**src/rtl/uart_receiver_pkg.sv**
```systemverilog
// ============================================================================
// uart_receiver_pkg : shared FSM encodings and oversampling constants
// Rev 1.0 - initial release
// ============================================================================
`default_nettype none

package uart_receiver_pkg;

  localparam int         C_OVERSAMPLE = 16;
  localparam logic [3:0] C_MID_TICK   = 4'd7;
  localparam logic [3:0] C_LAST_TICK  = 4'(C_OVERSAMPLE - 1);

  localparam logic [2:0] S_IDLE   = 3'd0;
  localparam logic [2:0] S_START  = 3'd1;
  localparam logic [2:0] S_DATA   = 3'd2;
  localparam logic [2:0] S_PARITY = 3'd3;
  localparam logic [2:0] S_STOP   = 3'd4;

endpackage

`default_nettype wire

```
**src/rtl/uart_receiver_baud_gen.sv**
```systemverilog
// ============================================================================
// rx_baud_gen : one-clk oversample tick every CLOCK_FREQ/(BAUD_RATE*16) clks
// Rev 1.0 - initial release
// ============================================================================
`default_nettype none

module rx_baud_gen
  import uart_receiver_pkg::*;
#(
  parameter int CLOCK_FREQ = 50_000_000,
  parameter int BAUD_RATE  = 9600
) (
  input  logic clk,
  input  logic rst,
  output logic tick
);

  localparam int C_DIV_RAW = CLOCK_FREQ / (BAUD_RATE * C_OVERSAMPLE);
  localparam int C_DIV     = (C_DIV_RAW < 1) ? 1 : C_DIV_RAW;
  localparam int C_CW      = (C_DIV > 1) ? $clog2(C_DIV) : 1;
  localparam logic [C_CW-1:0] C_LAST = C_CW'(C_DIV - 1);

  logic [C_CW-1:0] r_cnt;

  always_ff @(posedge clk) begin
    if (rst) begin
      r_cnt <= '0;
    end else if (r_cnt == C_LAST) begin
      r_cnt <= '0;
    end else begin
      r_cnt <= r_cnt + 1'b1;
    end
  end

  assign tick = (r_cnt == C_LAST);

endmodule

`default_nettype wire

```
**src/rtl/uart_receiver.sv**
```systemverilog
// ============================================================================
// uart_receiver : 16x-oversampled 8N1 UART receiver with valid/ready output
// Optional even parity bit when UART_RX_PARITY_EN is defined.
// Rev 1.0 - initial release
// ============================================================================
`default_nettype none

module uart_receiver
  import uart_receiver_pkg::*;
#(
  parameter int CLOCK_FREQ = 50_000_000,
  parameter int BAUD_RATE  = 9600
) (
  input  logic       clk,
  input  logic       rst,
  input  logic       rx_pin,
  output logic [7:0] rx_data,
  output logic       rx_valid,
  input  logic       rx_ready,
  output logic       frame_error,
  output logic       overrun_error,
  output logic       parity_error
);

  logic       r_sync1;
  logic       r_sync2;
  logic       w_rx;
  logic       w_tick;
  logic [2:0] r_state;
  logic [3:0] r_tick_cnt;
  logic [2:0] r_bit_cnt;
  logic [7:0] r_shift;
  logic       r_armed;
  logic       w_done;

  rx_baud_gen #(
    .CLOCK_FREQ (CLOCK_FREQ),
    .BAUD_RATE  (BAUD_RATE)
  ) u_baud_gen (
    .clk  (clk),
    .rst  (rst),
    .tick (w_tick)
  );

  always_ff @(posedge clk) begin
    if (rst) begin
      r_sync1 <= 1'b1;
      r_sync2 <= 1'b1;
    end else begin
      r_sync1 <= rx_pin;
      r_sync2 <= r_sync1;
    end
  end

  assign w_rx = r_sync2;

`ifdef UART_RX_PARITY_EN
  logic r_par_bad;
  assign w_done = w_tick && (r_state == S_STOP) && (r_tick_cnt == C_LAST_TICK)
                  && w_rx && !r_par_bad;
`else
  assign w_done = w_tick && (r_state == S_STOP) && (r_tick_cnt == C_LAST_TICK) && w_rx;
  assign parity_error = 1'b0;
`endif

  // r_armed stays low after a framing error until the line is seen high,
  // so a held break produces a single error instead of a stream of them.
  always_ff @(posedge clk) begin
    if (rst) begin
      r_state     <= S_IDLE;
      r_tick_cnt  <= 4'd0;
      r_bit_cnt   <= 3'd0;
      r_shift     <= 8'h00;
      r_armed     <= 1'b1;
      frame_error <= 1'b0;
`ifdef UART_RX_PARITY_EN
      r_par_bad    <= 1'b0;
      parity_error <= 1'b0;
`endif
    end else begin
      frame_error <= 1'b0;
`ifdef UART_RX_PARITY_EN
      parity_error <= 1'b0;
`endif
      if (w_tick) begin
        case (r_state)
          S_IDLE: begin
            r_tick_cnt <= 4'd0;
            if (w_rx) begin
              r_armed <= 1'b1;
            end else if (r_armed) begin
              r_state <= S_START;
            end
          end
          S_START: begin
            if (r_tick_cnt == C_MID_TICK) begin
              r_tick_cnt <= 4'd0;
              r_bit_cnt  <= 3'd0;
              r_state    <= w_rx ? S_IDLE : S_DATA;
            end else begin
              r_tick_cnt <= r_tick_cnt + 1'b1;
            end
          end
          S_DATA: begin
            r_tick_cnt <= r_tick_cnt + 1'b1;
            if (r_tick_cnt == C_LAST_TICK) begin
              r_shift[r_bit_cnt] <= w_rx;
              r_bit_cnt          <= r_bit_cnt + 1'b1;
              if (r_bit_cnt == 3'd7) begin
`ifdef UART_RX_PARITY_EN
                r_state <= S_PARITY;
`else
                r_state <= S_STOP;
`endif
              end
            end
          end
`ifdef UART_RX_PARITY_EN
          S_PARITY: begin
            r_tick_cnt <= r_tick_cnt + 1'b1;
            if (r_tick_cnt == C_LAST_TICK) begin
              r_par_bad    <= ^{r_shift, w_rx};
              parity_error <= ^{r_shift, w_rx};
              r_state      <= S_STOP;
            end
          end
`endif
          S_STOP: begin
            r_tick_cnt <= r_tick_cnt + 1'b1;
            if (r_tick_cnt == C_LAST_TICK) begin
              r_state <= S_IDLE;
              if (!w_rx) begin
                frame_error <= 1'b1;
                r_armed     <= 1'b0;
              end
            end
          end
          default: begin
            r_state <= S_IDLE;
          end
        endcase
      end
    end
  end

  // A completing byte may reload the holding register on the very clk the
  // consumer takes the old one; only an unaccepted old byte blocks it.
  always_ff @(posedge clk) begin
    if (rst) begin
      rx_data       <= 8'h00;
      rx_valid      <= 1'b0;
      overrun_error <= 1'b0;
    end else begin
      overrun_error <= 1'b0;
      if (w_done) begin
        if (rx_valid && !rx_ready) begin
          overrun_error <= 1'b1;
        end else begin
          rx_data  <= r_shift;
          rx_valid <= 1'b1;
        end
      end else if (rx_valid && rx_ready) begin
        rx_valid <= 1'b0;
      end
    end
  end

endmodule

`default_nettype wire

```
**config.mk**
```make
export PLATFORM = sky130hd
export DESIGN_NAME = uart_receiver
export DESIGN_NICKNAME = d
export VERILOG_FILES = /design/src/rtl/uart_receiver_pkg.sv /design/src/rtl/uart_receiver_baud_gen.sv /design/src/rtl/uart_receiver.sv
export SDC_FILE = /design/constraint.sdc
export NUM_CORES = 1
export LEC_CHECK = 0
export BUFFER_PORTS_ARGS = -buffer_cell sky130_fd_sc_hd__buf_2
export CORE_ASPECT_RATIO = 0.5
export CORE_MARGIN = 2
export CORE_UTILIZATION = 32
export DETAILED_ROUTE_END_ITERATION = 16
export PLACE_DENSITY = 0.53
export SLEW_MARGIN = 20
export SYNTH_ARGS = -nofsm -noshare
export SYNTH_HDL_FRONTEND = slang
export SYNTH_SLANG_ARGS = --single-unit
```
**constraint.sdc**
```tcl
create_clock -name clk -period 2.8 [get_ports clk]
set_input_delay 0.14 -clock clk [delete_from_list [all_inputs] [get_ports clk]]
set_output_delay 0.14 -clock clk [all_outputs]
set_load 0.02 [all_outputs]
```
==> impl_results.md <==
- Hold Path Stages: 2
- Post-synth EDFFs: 0
- Crit path DAT: 2.23 ns
- Final Power: 1.179 mW
- Antenna Cells: 0
- Final nets: 224
- Routability cong.: 0.7806
- Core footprint: 5981 um^2
- RSZ-0062 raised after global routing: no
- Die area: 6770 um^2
- Post-route minimum period: 2.019 ns
- Largest net degree at the start of global routing: 36
- Drt first pass iters: 4
- Asr flop ratio synth: 0%
- WHS: 0.04600 ns
- Area after DPL: 2072 um^2
- Final Cycle Share: 72.10%
- Die width: 114.4 um
- Clk_lat worst skew: 0.28 ns
- Clock root buffer master: clkbuf_16
- Worst-margin pin slew: 0.5900 ns
- Number of top-level pins: 16
- Post-CTS Hold Buffers: 0
- Fin. max-slew vios: 0
- Syn. warnings: 0
- HP Class: input port to flop
- Post-route cell area: 2215 um^2
- Fill count: 610
- CTS max path bufs: 2
- Max VDD drop: 0.1967 mV
- Final Hold Viols: 0
- Resize count post-CTS: 0
- Final setup margin: 0.7811 ns
- Routed len/inst: 12.15 um
- Worst slew margin: 60.43%
- Crit-path max FO: 8
- Commonest non-fill, non-tap cell in the layout: dfxtp_1
- Cell Rows: 20
- Proportion of layout cells with a drive suffix above 1: 16.67%
- Vias in the first global route: 1314
- Clock Skews: 0.008824 ns
- Global-route usage over all layers: 11.64%
- Vias/cell: 4.993
- Status: finished, final reports clean
- Most frequent cells in the layout: dfxtp_1, nand2b_1, mux2i_1
- Mean post-synth cell area: 9.556 um^2
- Clock tree sinks: 41
- Setup Slack @ Placement: 0.7843 ns
- Setup TNS: 0 ns
- Worst r2r path cells: 4
- Chip height: 59.19 um
- IO buf count: 14
- CP required: 3.01 ns
- Initial antenna violation count: 0
- Final std cells w/o fill: 293
- Post-Syn Nets: 213
- Inst Count DP: 285
- Pwr/cell area: 532.4 nW/um^2
- H-tree depth: 2
- Post-Route WL: 3.559 mm
- First-pass GRT wire length: 6.210 mm
- Synthesized instance count: 204
- Crit. End Element: flop
- Overflow after GRT: 0
- Via count: 1463
- Cell Area, Synth: 1949 um^2
- Sequential share of the synthesized area: 42.11%
- Fin util: 37.03%
- Yosys cell types: 45
- CTS tree: built
- Startpoint types: flop
- Antenna viol nets, final: 0
- Remaining design rule violation count: 0
- Leak: 0.8568 nW
- Max-Cap Viols: 0
- Post-DP HPWL: 2.513 mm
- Final Setup Violations: 0
- Maximum clock rate: 495.3 MHz
- Area Growth Syn to Fin: 13.61%
- Yosys reg bits: 41
- Crit path kind: flop to flop
- CTS buffer count: 5
- Initial DRC Count: 65
- Starting Density: 32.59%
- Ys flop type: dfxtp_1
- CTS clk-pin slew, worst paths: 0.06 ns
- Post-CTS setup buffer count: 0
-- Yosys cell counts (all sizes together), types with 3 or more instances --
| cell | number | share of area (%) |
|---|---|---|
| a21oi | 12 | 3.1 |
| buf | 7 | 1.9 |
| clkbuf | 4 | 0.77 |
| dfxtp | 41 | 42 |
| ha | 5 | 3.2 |
| inv | 4 | 0.77 |
| mux2i | 16 | 8.2 |
| nand2 | 5 | 0.96 |
| nand2b | 19 | 6.1 |
| nand3 | 8 | 2.1 |
| nand3b | 4 | 1.5 |
| nand4 | 8 | 2.6 |
| nand4b | 5 | 2.2 |
| nor2 | 12 | 2.3 |
| nor3 | 4 | 1.0 |
| nor3b | 4 | 1.5 |
| o21ai | 6 | 1.5 |
| or2 | 3 | 0.96 |
| xor2 | 7 | 3.1 |
-- kinds of logic (layout without fill, tap and decap cells) --
family | after synthesis | in the layout | synth area share [%]
and+or+nand+nor | 88 | 88 | 29.65
DFF | 41 | 41 | 42.11
AOI/OAI and AO/OA | 28 | 28 | 8.473
muxes | 18 | 18 | 9.371
buffers and inverters | 15 | 27 | 3.401
xor gates and xnor gates | 8 | 8 | 3.594
adders and majority gates | 5 | 5 | 3.209
other | 1 | 1 | 0.1924
-- final cells by class --
| class | count | area, um^2 | area share (%) |
|---|---|---|---|
| clock buffer | 5 | 125.1 | 5.650 |
| clock inverter | 3 | 17.52 | 0.7910 |
| tap | 77 | 96.34 | 4.350 |
| timing repair buffer | 15 | 77.57 | 3.503 |
| inverter | 4 | 15.01 | 0.6780 |
| multi-input combinational | 148 | 1062 | 47.97 |
| sequential | 41 | 820.8 | 37.06 |
-- worst max-delay path, cell delays in order, from the launching register on --
cell and delay (ns):
dfxtp_1 0.42, or4b_4 0.54, nor4_4 0.51, and4bb_2 0.32
mux2i_1 0.16
-- routing by layer --
| layer | vias to the layer above | GRT usage (%) | wire length, um |
|---|---|---|---|
| li1 | 756 | - | - |
| met1 | 679 | 15.84 | 1893 |
| met2 | 24 | 18.26 | 1542 |
| met3 | 4 | 2.761 | 91 |
| met4 | 0 | 4.181 | 31 |
| met5 | - | 0 | 0 |
-- sequential cells by signal, summed over array words and instances, names as in the netlist --
signal and flops:
r_shift 8, overrun_error 1, rx_valid 1, r_armed 1
r_sync1 1, frame_error 1, u_baud_gen.r_cnt 9, r_sync2 1
r_bit_cnt 3, rx_data 8, r_tick_cnt 4, r_state 3
-- worst paths after layout --
kind,from,endpoint,slack [ns]
worst max register to register,u_baud_gen.r_cnt[2]$_SDFF_PP0_,r_shift[2]$_SDFFE_PP0P_,0.78
worst min register to register,r_sync1$_SDFF_PP1_,r_sync2$_SDFF_PP1_,0.41
worst max-delay path,u_baud_gen.r_cnt[2]$_SDFF_PP0_,r_shift[2]$_SDFFE_PP0P_,0.78
worst min-delay path,rx_pin,r_sync1$_SDFF_PP1_,0.05
-- power breakdown --
group | internal (mW) | switching (mW)
registers | 0.588 | 0.00622
logic | 0.0149 | 0.0203
clock network | 0.326 | 0.223
total | 0.930 | 0.249
Power figures use the tool's default switching activity.
